==> config.mk <==
export PLATFORM = sky130hd
export DESIGN_NAME = pipeline_hazard_ctrl
export DESIGN_NICKNAME = d
export VERILOG_FILES = /design/src/rtl/pipeline_hazard_ctrl_pkg.sv /design/src/rtl/pipeline_hazard_ctrl_load_use_detect.sv /design/src/rtl/pipeline_hazard_ctrl.sv
export SDC_FILE = /design/constraint.sdc
export NUM_CORES = 1
export LEC_CHECK = 0
export ABC_AREA = 1
export BUFFER_PORTS_ARGS = -buffer_cell sky130_fd_sc_hd__buf_2
export CAP_MARGIN = 10
export CORE_MARGIN = 1
export CORE_UTILIZATION = 40
export CTS_BUF_LIST = sky130_fd_sc_hd__clkbuf_8
export DETAILED_ROUTE_END_ITERATION = 10
export GPL_ROUTABILITY_DRIVEN = 0
export PLACE_DENSITY = 0.67
export SETUP_SLACK_MARGIN = 0.1
export SLEW_MARGIN = 20
export SYNTH_ARGS = -nofsm -noshare
export SYNTH_HDL_FRONTEND = slang
export SYNTH_SLANG_ARGS = --single-unit
==> constraint.sdc <==
create_clock -name clk -period 2.22 [get_ports clk]
set_input_delay 0.444 -clock clk [delete_from_list [all_inputs] [get_ports clk]]
set_output_delay 0.444 -clock clk [all_outputs]
set_load 0.02 [all_outputs]
==> src/rtl/pipeline_hazard_ctrl_pkg.sv <==
// ============================================================================
// pipe_ctrl_pkg : shared state encoding and control-vector constants
// Rev 1.0
// ============================================================================
`default_nettype none

package pipe_ctrl_pkg;

    typedef enum logic [1:0] {
        RUN        = 2'd0,
        LOAD_STALL = 2'd1,
        MDU_WAIT   = 2'd2,
        FLUSH      = 2'd3
    } state_t;

    localparam logic [4:0] REG_ZERO = 5'd0;

    typedef struct packed {
        logic pc_write;
        logic ifid_write;
        logic ifid_flush;
        logic idex_write;
        logic idex_flush;
        logic exmem_flush;
    } ctrl_t;

    localparam ctrl_t CTRL_DEFAULT   = '{1'b1, 1'b1, 1'b0, 1'b1, 1'b0, 1'b0};
    localparam ctrl_t CTRL_RESET     = '{1'b0, 1'b0, 1'b1, 1'b0, 1'b1, 1'b1};
    localparam ctrl_t CTRL_MDU_STALL = '{1'b0, 1'b0, 1'b0, 1'b0, 1'b0, 1'b1};

endpackage

`default_nettype wire

==> src/rtl/pipeline_hazard_ctrl_load_use_detect.sv <==
// ============================================================================
// load_use_detect : flags an ID operand that depends on a load still in EX
// Rev 1.0
// ============================================================================
`default_nettype none

module load_use_detect
    import pipe_ctrl_pkg::*;
(
    input  logic       memread_i,
    input  logic [4:0] rd_i,
    input  logic [4:0] rs1_i,
    input  logic [4:0] rs2_i,
    input  logic       use_rs1_i,
    input  logic       use_rs2_i,
    output logic       load_use_o
);

    assign load_use_o = memread_i && (rd_i != REG_ZERO) &&
                        ((use_rs1_i && (rs1_i == rd_i)) ||
                         (use_rs2_i && (rs2_i == rd_i)));

endmodule

`default_nettype wire

==> src/rtl/pipeline_hazard_ctrl.sv <==
// ============================================================================
// pipeline_hazard_ctrl : stall/flush sequencer for load-use, MDU and branches
// Rev 1.0
// ============================================================================
`default_nettype none

module pipeline_hazard_ctrl
    import pipe_ctrl_pkg::*;
#(
    parameter int unsigned FLUSH_CYCLES = 1,
    parameter int unsigned MDU_TIMEOUT  = 64,
    parameter int unsigned CNT_W        = 32
) (
    input  logic             clk,
    input  logic             rst_n,
    input  logic             IDEX_memread,
    input  logic [4:0]       IDEX_rd,
    input  logic [4:0]       IFID_rs1,
    input  logic [4:0]       IFID_rs2,
    input  logic             IFID_use_rs1,
    input  logic             IFID_use_rs2,
    input  logic             branch_taken,
    input  logic             mdu_start,
    input  logic             mdu_done,
    input  logic             perf_clr,
    output logic             pc_write,
    output logic             IFID_write,
    output logic             IFID_flush,
    output logic             IDEX_write,
    output logic             IDEX_flush,
    output logic             EXMEM_flush,
    output logic [1:0]       state_o,
    output logic [CNT_W-1:0] stall_cycles,
    output logic             mdu_timeout
);

    localparam logic [3:0] FLUSH_INIT  = 4'(FLUSH_CYCLES - 1);
    localparam logic [9:0] TIMEOUT_VAL = 10'(MDU_TIMEOUT);

    state_t           state_q, state_d;
    logic [3:0]       flush_cnt_q, flush_cnt_d;
    logic [9:0]       wait_cnt_q, wait_cnt_d;
    logic             timeout_q, timeout_d;
    logic [CNT_W-1:0] stall_q;
    logic             load_use;
    ctrl_t            ctrl;

    load_use_detect u_load_use_detect (
        .memread_i  (IDEX_memread),
        .rd_i       (IDEX_rd),
        .rs1_i      (IFID_rs1),
        .rs2_i      (IFID_rs2),
        .use_rs1_i  (IFID_use_rs1),
        .use_rs2_i  (IFID_use_rs2),
        .load_use_o (load_use)
    );

    always_comb begin
        state_d     = state_q;
        flush_cnt_d = flush_cnt_q;
        wait_cnt_d  = wait_cnt_q;
        timeout_d   = timeout_q;
        ctrl        = CTRL_DEFAULT;
        case (state_q)
            RUN: begin
                if (branch_taken) begin
                    ctrl.ifid_flush = 1'b1;
                    ctrl.idex_flush = 1'b1;
                    if (FLUSH_CYCLES > 1) begin
                        state_d     = FLUSH;
                        flush_cnt_d = FLUSH_INIT;
                    end
                end else if (mdu_start) begin
                    // A single-cycle MDU op (done with start) needs no freeze
                    if (!mdu_done) begin
                        ctrl       = CTRL_MDU_STALL;
                        state_d    = MDU_WAIT;
                        wait_cnt_d = 10'd1;
                    end
                end else if (load_use) begin
                    ctrl.pc_write   = 1'b0;
                    ctrl.ifid_write = 1'b0;
                    ctrl.idex_flush = 1'b1;
                    state_d         = LOAD_STALL;
                end
            end
            LOAD_STALL: state_d = RUN;
            MDU_WAIT: begin
                if (mdu_done) begin
                    state_d = RUN;
                end else if (wait_cnt_q == TIMEOUT_VAL) begin
                    timeout_d = 1'b1;
                    state_d   = RUN;
                end else begin
                    ctrl       = CTRL_MDU_STALL;
                    wait_cnt_d = wait_cnt_q + 10'd1;
                end
            end
            FLUSH: begin
                ctrl.ifid_flush = 1'b1;
                ctrl.idex_flush = 1'b1;
                if (flush_cnt_q <= 4'd1) begin
                    flush_cnt_d = 4'd0;
                    state_d     = RUN;
                end else begin
                    flush_cnt_d = flush_cnt_q - 4'd1;
                end
            end
            default: state_d = RUN;
        endcase
        // Reset overrides everything combinationally so the pipe is held immediately
        if (!rst_n) ctrl = CTRL_RESET;
    end

    always_ff @(posedge clk or negedge rst_n) begin
        if (!rst_n) begin
            state_q     <= RUN;
            flush_cnt_q <= 4'd0;
            wait_cnt_q  <= 10'd0;
            timeout_q   <= 1'b0;
            stall_q     <= '0;
        end else begin
            state_q     <= state_d;
            flush_cnt_q <= flush_cnt_d;
            wait_cnt_q  <= wait_cnt_d;
            timeout_q   <= timeout_d;
            if (perf_clr) begin
                stall_q <= '0;
            end else if (!ctrl.pc_write && (stall_q != {CNT_W{1'b1}})) begin
                stall_q <= stall_q + 1'b1;
            end
        end
    end

    assign pc_write     = ctrl.pc_write;
    assign IFID_write   = ctrl.ifid_write;
    assign IFID_flush   = ctrl.ifid_flush;
    assign IDEX_write   = ctrl.idex_write;
    assign IDEX_flush   = ctrl.idex_flush;
    assign EXMEM_flush  = ctrl.exmem_flush;
    assign state_o      = state_q;
    assign stall_cycles = stall_q;
    assign mdu_timeout  = timeout_q;

endmodule

`default_nettype wire

==> reports/qor.csv, run 1 <==
metric;value;unit
final_common_cell;nand2_1;
drc;0;
arrival;1.70;ns
syn-num-nets;570;
avgSynthCellArea;6.717;um2
cp-startpoint;wait_cnt_q[7];
cp_max_fo;4;
wl_per_cell;13.50;um
dp_hpwl;7002;um
rsz0062_at_grt;yes;
ios;65;
synth_enable_flop_cells;0;
fin_skew;0.008079;ns
yosys.area_share.simple;0.4048;
grt_max_degree;38;
min_period_over_period;0.9678;
overflow;0;
cp.required;1.78;ns
reg2reg_to;stall_cycles[13];
antenna_cells;0;
clock-root-buffer;clkbuf_8;
ys_types;33;
cts_buffer_depth;2;
tightestPinTransition;0.4680;ns
drt_iter0_markers;282;
ys_ff_latch;49;
ys_warn_count;0;
ant_nets;0;
setup_viol;0;
synth_area;0.003607;mm2
reg2reg_depth;8;
layout.nets;655;
port_buffers;64;
drt-vias-per-instance;5.204;
cap_violations;0;
grtUsageTotal;0.2044;
grt_pass1_vias;3537;
critPathCapture;pc_write;
fp.dieW;96.97;um
clock_sinks;49;
r2r-start;stall_cycles[5];
synth_xor_area_frac;0.07527;
final_cell_mix;146 x nand2_1, 76 x inv_1, 61 x buf_2;
period_minus_slack;2.149;ns
regArea;0.001230;mm2
hold_path.class;input port to asynchronous set/reset pin;
synth_top_family_by_area;simple AND/OR/NAND/NOR gates;
synthMuxAreaShare;0;
synth-compound-area-share;0.03642;
crit_type;flip-flop to output port;
initial_core_util;0.4136;
tns;0;ns
r2r_slack;0.16;ns
hold_buffers;0;
multi_input_area;0.002106;mm2
place_ws;0.05612;ns
wl;9865;um
antenna_found_initial;0;
ys_seq_area_frac;0.3399;
clkTransAtPathRegs;0.09;ns
cellPowerDensity;654.4;mW/mm2
firstDrtPassIters;5;
clk_latency;0.31;ns
final_hold_viol_count;0;
ys.flop_type;dfrtp_1;
drv_slew;0;
status;complete, no violations;
design_area;0.004516;mm2
synth_fa_ha_area_frac;0.03122;
grt_first_pass_wirelength;16200;um
nFillCells;859;
h-tree-depth;2;
num_rows;34;
cp-start-kind;flip-flop;
final_layout_size_suffix_gt1_frac;0.2103;
cp-end-kind;output port;
p_leak;2.441;nW
final.setup.worst_slack;0.07139;ns
placed_area;0.004070;mm2
numCtsBuffers;5;
synthArstFlopShare;1.000;
die_h;96.97;um
ir_drop;0.2508;mV
synth_cells;537;
dr_total_vias;3804;
dieArea;0.009402;mm2
fmax;465.4;MHz
core;0.008721;mm2
cts_tree;done;
max_slew_margin;0.6876;
area_growth_syn_to_layout;25.18;%
-- worst max-delay path, cell delays in order (launching register included) --
cell	delay [ns]
dfrtp_1	0.42
inv_2	0.09
nand2_2	0.06
nor3_4	0.18
nand3_1	0.11
nand3_2	0.09
o21ai_1	0.06
nand2_1	0.11
nand2_4	0.08
inv_4	0.08
buf_6	0.11
-- stage by stage --
step / instances / util / hold slack (ns) / power (mW)
2_1_floorplan: 537 / - / 0.1484 / 1.766
3_3_place_gp: 704 / 0.4667 / 0.3363 / 2.002
3_5_place_dp: 704 / 0.4667 / 0.3323 / 2.035
4_1_cts: 725 / 0.4974 / 0.009458 / 2.850
5_1_grt: 731 / 0.5178 / 0.008654 / 3.152
6_report: 731 / 0.5178 / 0.006384 / 2.955
-- logic make-up (layout without fill, tap and decap cells) --
family	Yosys count	count (layout)
adders and majority gates	9	9
xor gates and xnor gates	31	31
buffers and inverters	100	185
AOI/OAI and AO/OA	23	23
DFF	49	49
and+or+nand+nor	325	326
-- layer usage --
layer / routed length (um) / global-route usage / vias up
met5: 0 / 0 / -
met4: 209 / 0.06085 / 0
met3: 547 / 0.03179 / 16
met2: 4556 / 0.3310 / 124
met1: 4551 / 0.2811 / 1770
li1: - / - / 1894
-- cell type report --
type,instances,share of cell area
Sequential cell,49,0.2724
Clock buffer,7,0.02134
Inverter,84,0.07038
Tap cell,108,0.02993
Clock inverter,1,0.001108
Timing Repair Buffer,93,0.1385
Multi-Input combinational cell,389,0.4663
-- worst min-delay path by stage --
stage           from        endpoint  slack, ns  depth (start not counted)
2_1_floorplan  rst_n  flush_cnt_q[0]       0.15                          0
3_3_place_gp   rst_n  flush_cnt_q[2]       0.34                          1
3_5_place_dp   rst_n  flush_cnt_q[2]       0.33                          1
4_1_cts        rst_n  flush_cnt_q[3]      0.009                          1
5_1_grt        rst_n  flush_cnt_q[2]      0.009                          1
6_report       rst_n  flush_cnt_q[3]      0.006                          1
-- what timing repair did --
item	CTS	global route
setup buffers	13	3
resized for setup	18	22
pin swaps	5	11
gates cloned	0	3
setup endpoints to repair	7	38
hold endpoints to repair	0	0
-- flip-flops by register name, indices dropped and copies added (netlist names) --
name,count
stall_cycles,32
wait_cnt_q,10
flush_cnt_q,4
state_o,2
mdu_timeout,1
-- where the power goes --
| group | switching, mW | total, mW | internal, mW | leakage [nW] |
|---|---|---|---|---|
| Sequential | 0.0788 | 1.06 | 0.985 | 0.665 |
| Clock | 0.315 | 0.597 | 0.283 | 0.0542 |
| Combinational | 0.768 | 1.29 | 0.525 | 1.72 |
| Total | 1.16 | 2.96 | 1.79 | 2.44 |
-- Yosys cell counts, types with 2 or more instances --
| cell | number | share of area |
|---|---|---|
| nand2_2 | 3 | 0.0052 |
| nor3_2 | 2 | 0.0055 |
| ha_1 | 9 | 0.031 |
| buf_1 | 4 | 0.0042 |
| nand2_1 | 148 | 0.15 |
| a21oi_1 | 2 | 0.0028 |
| o21ai_0 | 12 | 0.017 |
| nor3_1 | 19 | 0.026 |
| nand4_1 | 42 | 0.073 |
| nand3_1 | 46 | 0.064 |
| xnor2_1 | 8 | 0.019 |
| dfrtp_1 | 49 | 0.34 |
| o21ai_1 | 2 | 0.0028 |
| nor2_1 | 58 | 0.060 |
| buf_6 | 3 | 0.0094 |
| nor3b_1 | 3 | 0.0062 |
| inv_1 | 82 | 0.085 |
| buf_2 | 3 | 0.0042 |
| clkbuf_1 | 5 | 0.0052 |
| xor2_1 | 23 | 0.056 |
| o31ai_1 | 2 | 0.0042 |
Note: power is estimated with default switching activity, not from simulation.
==> run 2: changes to the inputs <==
==> constraint.sdc (replaced) <==
create_clock -name clk -period 2.22 [get_ports clk]
set_input_delay 0.444 -clock clk [delete_from_list [all_inputs] [get_ports clk]]
set_output_delay 0.444 -clock clk [all_outputs]
set_load 0.005 [all_outputs]
==> run 2 against run 1 <==
  * Die area unchanged
  * Global-route usage is 0.42 points higher
  * Fmax is 0.19% lower
  * Critical endpoint is now EXMEM_flush
  * Sequential power barely moved
  * Clock skew is 0.0030 ns higher
  * Combinational power down 11%
  * Flip-flop and latch count unchanged
  * Critical path type unchanged
  * Critical path depth down 5
  * Cell count fell by 0.68%
  * Clock-buffer cell count decreased by 2
  * Clock power is 12% higher
==> reports/qor.csv, run 2 (synthesis results as in run 1) <==
metric;value;unit
status;complete, no violations;
antenna_cells;0;
antenna_found_initial;0;
dp_cells;704;
final_layout_size_suffix_gt1_frac;0.2006;
ios;65;
layout.nets;650;
overflow;0;
fmax;464.5;MHz
setup_viol;0;
tns;0;ns
arrival;1.71;ns
rsz0062_at_grt;yes;
min_period_over_period;0.9697;
drc;0;
hold_path.class;input port to asynchronous set/reset pin;
largest_register_ffs;32;
core;0.008721;mm2
slowest_delay;0.46;ns
cts_tree;done;
dp_hpwl;7137;um
cap_violations;0;
final_util;0.5030;
clock_sinks;49;
place_ws;0.1262;ns
tightestPinTransition;0.5043;ns
initial_core_util;0.4136;
numCtsBuffers;5;
crit_chain;inv_2, ha_4, inv_1, o311ai_0, buf_2;
crit_type;flip-flop to output port;
multi_input_area;0.002061;mm2
drv_slew;0;
nFillCells;849;
clkTransAtPathRegs;0.10;ns
dr_total_vias;3752;
fp.dieW;96.97;um
max_slew_margin;0.6612;
die_h;96.97;um
grt_max_degree;37;
num_rows;34;
cp-start-kind;flip-flop;
power.total;2.895;mW
ir_drop;0.2665;mV
area_growth_syn_to_layout;21.61;%
cp.required;1.78;ns
hold_buffers;0;
clock-root-buffer;clkbuf_8;
wl_per_cell;13.23;um
dieArea;0.009402;mm2
placed_area;0.004068;mm2
grt_pass1_vias;3519;
wl;9603;um
p_leak;2.361;nW
final.setup.worst_slack;0.06733;ns
cp-end-kind;output port;
final_cell_mix;145 x nand2_1, 76 x inv_1, 64 x buf_2;
final_common_cell;nand2_1;
drt_iter0_markers;169;
cts_buffer_depth;2;
grt_first_pass_wirelength;16420;um
final_cells;726;
final_hold_viol_count;0;
grtUsageTotal;0.2086;
clk_latency;0.32;ns
drt-vias-per-instance;5.168;
ant_nets;0;
design_area;0.004387;mm2
whs;0.008635;ns
fin_skew;0.01107;ns
period_minus_slack;2.153;ns
h-tree-depth;2;
cellPowerDensity;659.9;mW/mm2
port_buffers;64;
cp_max_fo;4;
firstDrtPassIters;5;
slowest_stage;o311ai_0;
regArea;0.001229;mm2
-- run 2: critical path: cells and delay by family (launching register included) --
family / cells / cell delay [ns]
AO/OA/AOI/OAI: 1 / 0.46
flip-flops: 1 / 0.40
buffers and inverters: 3 / 0.37
adder cells (fa/ha/maj): 1 / 0.15
-- run 2: cell type report --
| type | count | share of cell area |
|---|---|---|
| flip-flops and latches | 49 | 0.2801 |
| inverters | 84 | 0.07188 |
| repair buffers | 89 | 0.1212 |
| multi-input cells | 388 | 0.4698 |
| well taps | 108 | 0.03080 |
| clock buffers | 5 | 0.01569 |
| clock inverters | 3 | 0.01055 |
-- run 2: power by group --
part	switching, mW	internal, mW
registers	0.0853	0.987
clock network	0.330	0.338
logic	0.668	0.486
-- run 2: final timing paths --
path | from | to | slack, ns | depth (start not counted)
max | state_o[0] | EXMEM_flush | 0.07 | 5
min | rst_n | wait_cnt_q[9] | 0.009 | 1
max reg2reg | wait_cnt_q[0] | stall_cycles[9] | 0.31 | 14
min reg2reg | mdu_timeout | mdu_timeout | 0.48 | 1
max in group asynchronous | rst_n | stall_cycles[1] | 1.58 | 2
min in group clk | mdu_done | mdu_timeout | 0.35 | 2
-- run 2: metal layers --
layer	track usage	part of all wire
met1	0.2767	0.46
met2	0.3472	0.48
met3	0.03974	0.048
met4	0.05626	0.011
met5	0	0
-- run 2: what timing repair did --
action / in CTS / in global routing
endpoints found under the setup margin: 4 / 38
setup buffers: 12 / 2
pin swaps: 6 / 7
resized for setup: 14 / 15
==> run 3: changes to the inputs <==
--- a/config.mk
+++ b/config.mk
@@ -8,11 +8,12 @@
 export ABC_AREA = 1
 export BUFFER_PORTS_ARGS = -buffer_cell sky130_fd_sc_hd__buf_2
 export CAP_MARGIN = 10
-export CORE_MARGIN = 1
+export CORE_MARGIN = 2
 export CORE_UTILIZATION = 40
 export CTS_BUF_LIST = sky130_fd_sc_hd__clkbuf_8
 export DETAILED_ROUTE_END_ITERATION = 10
 export GPL_ROUTABILITY_DRIVEN = 0
+export GPL_TIMING_DRIVEN = 0
 export PLACE_DENSITY = 0.67
 export SETUP_SLACK_MARGIN = 0.1
 export SLEW_MARGIN = 20
==> run 3 against run 2 <==
  * The run now ends with negative setup slack left
  * Critical path depth up 8
  * Global-route usage down 0.71 points
  * Non-clock buffer count up 24
  * Combinational power up 23%
  * Utilization up 2.7 points
  * Register-to-register slack worse by 0.40 ns
  * Sequential power about the same
  * Sequential share of layout area down 1.4 points
==> reports/qor.csv, run 3 (synthesis results as in run 1) <==
metric;value;unit
final_cell_mix;146 x nand2_1, 76 x inv_1, 65 x buf_2;
hold_path.class;input port to asynchronous set/reset pin;
h-tree-depth;2;
min_period_over_period;1.052;
final_layout_size_suffix_gt1_frac;0.2368;
drc;0;
grt_max_degree;55;
grtUsageTotal;0.2016;
rsz0062_at_grt;yes;
ant_nets;0;
layout.nets;674;
tightestPinTransition;0.6720;ns
status;finished, violations left;
slowest_delay;0.42;ns
port_buffers;64;
drt-vias-per-instance;5.185;
met3_usage;0.02908;
cp.required;1.78;ns
grt_pass1_vias;3607;
hold_buffers;0;
wl;9787;um
antenna_cells;0;
clk_latency;0.31;ns
fp.dieW;98.97;um
violations;negative setup slack;
final_common_cell;nand2_1;
netSwitchingFraction;0.3802;
clkPwrFrac;0.186;
drv_slew;0;
overflow;0;
die_h;98.97;um
clock-root-buffer;clkbuf_8;
ios;65;
cp-end-kind;output port;
area_growth_syn_to_layout;28.10;%
max_slew_margin;0.5520;
antenna_found_initial;0;
final.setup.worst_slack;-0.1146;ns
crit_type;flip-flop to output port;
cp-startpoint;wait_cnt_q[0];
cts_buffer_depth;2;
clock_sinks;49;
clkTransAtPathRegs;0.10;ns
p_switching;1.164;mW
use_met2;0.3321;
dp_hpwl;7074;um
wl_per_cell;13.05;um
slowest_stage;dfrtp_1;
initial_core_util;0.4136;
fin_skew;0.01115;ns
drt_iter0_markers;218;
dp_cells;709;
largest_register_ffs;32;
final_cells;750;
r2r-start;wait_cnt_q[0];
fmax;428.3;MHz
cp_max_fo;2;
final_hold_viol_count;0;
globalRoute.busiestLayer;met2;
grt_first_pass_wirelength;16460;um
dr_total_vias;3889;
final_util;0.5298;
arrival;1.89;ns
p_leak;2.499;nW
cellPowerDensity;662.4;mW/mm2
cp-start-kind;flip-flop;
met1_usage;0.2765;
crit_chain;inv_2, ha_4, nand2_4, nor2_4, nand3_2, nand3_2, o21ai_1, nand2_1, nand2_4, buf_8, inv_4, buf_6, buf_6;
numCtsBuffers;5;
power.share.combinational;0.460;
tns;-0.3350;ns
p_int;1.897;mW
cap_violations;0;
period_minus_slack;2.335;ns
firstDrtPassIters;5;
ir_drop;0.3339;mV
core;0.008721;mm2
cts_tree;done;
dieArea;0.009794;mm2
setup_viol;5;
num_rows;34;
p_seq_frac;0.354;
-- run 3: changes by cell type in the layout (fill, tap and decap cells not counted), moves of 2 or more --
cell | before | now
nand2_4 | 1 | 3
nand3_1 | 45 | 43
nand2_2 | 5 | 2
clkbuf_1 | 0 | 2
nor2_1 | 57 | 55
buf_6 | 3 | 11
clkbuf_2 | 0 | 2
buf_1 | 0 | 4
nand3_2 | 1 | 3
nor3_4 | 1 | 4
nor3_1 | 18 | 14
buf_4 | 21 | 28
-- run 3: stage by stage --
step                total power [mW]  setup slack, ns  area [um2]  hold slack (ns)
finish                         3.061          -0.1146        4621           0.1476
global route                   3.264          -0.2171        4621           0.2043
CTS                            2.929          -0.1369        4501           0.1877
detailed placement             1.966          -0.3157        4065           0.4605
global placement               1.928          -0.4919        4063           0.4544
floorplan                      1.687           0.1384        3607           0.1484
-- run 3: path summary, 6_finish.rpt --
kind,end,slack [ns],cells after the start
max reg2reg,wait_cnt_q[5],-0.09,17
max,pc_write,-0.11,13
min in group clk,mdu_timeout,0.33,2
min reg2reg,mdu_timeout,0.49,1
min,wait_cnt_q[1],0.15,1
max in group asynchronous,stall_cycles[1],1.57,1
-- run 3: repair_timing --
item	in CTS	in global routing
pin swaps	11	9
setup buffers	30	3
resized for setup	34	27
setup endpoints to repair	6	44
-- run 3: layout make-up --
class	instances	area, um2
Sequential cell	49	1230
Timing Repair Buffer	97	599.3
Multi-Input combinational cell	388	2130
Inverter	84	322.8
Tap cell	108	135.1
Fill cell	836	4100
Clock buffer	6	82.58
Buffer	16	107.6
Clock inverter	2	13.76
-- run 3: power groups by stage --
stage               Sequential [mW]  Clock, mW  Combinational [mW]
floorplan                      1.07          0               0.614
global route                   1.09      0.622                1.55
global placement               1.08          0               0.844
finish                         1.08      0.570                1.41
CTS                            1.07      0.576                1.29
detailed placement             1.09          0               0.880
-- run 3: critical path, delay by kind of cell (launching register included) --
| kind | cells | cell delay (ns) |
|---|---|---|
| AND/OR/NAND/NOR | 6 | 0.52 |
| adder cells (fa/ha/maj) | 1 | 0.14 |
| buffers and inverters | 5 | 0.44 |
| flip-flops | 1 | 0.42 |
| AO/OA/AOI/OAI | 1 | 0.06 |
-- run 3: per-layer routing --
metal,vias to the layer above,wire length [um],share of wire
li1,1939,-,-
met1,1812,4455,0.46
met2,119,4640,0.47
met3,19,476,0.049
met4,0,214,0.022
met5,-,0,0
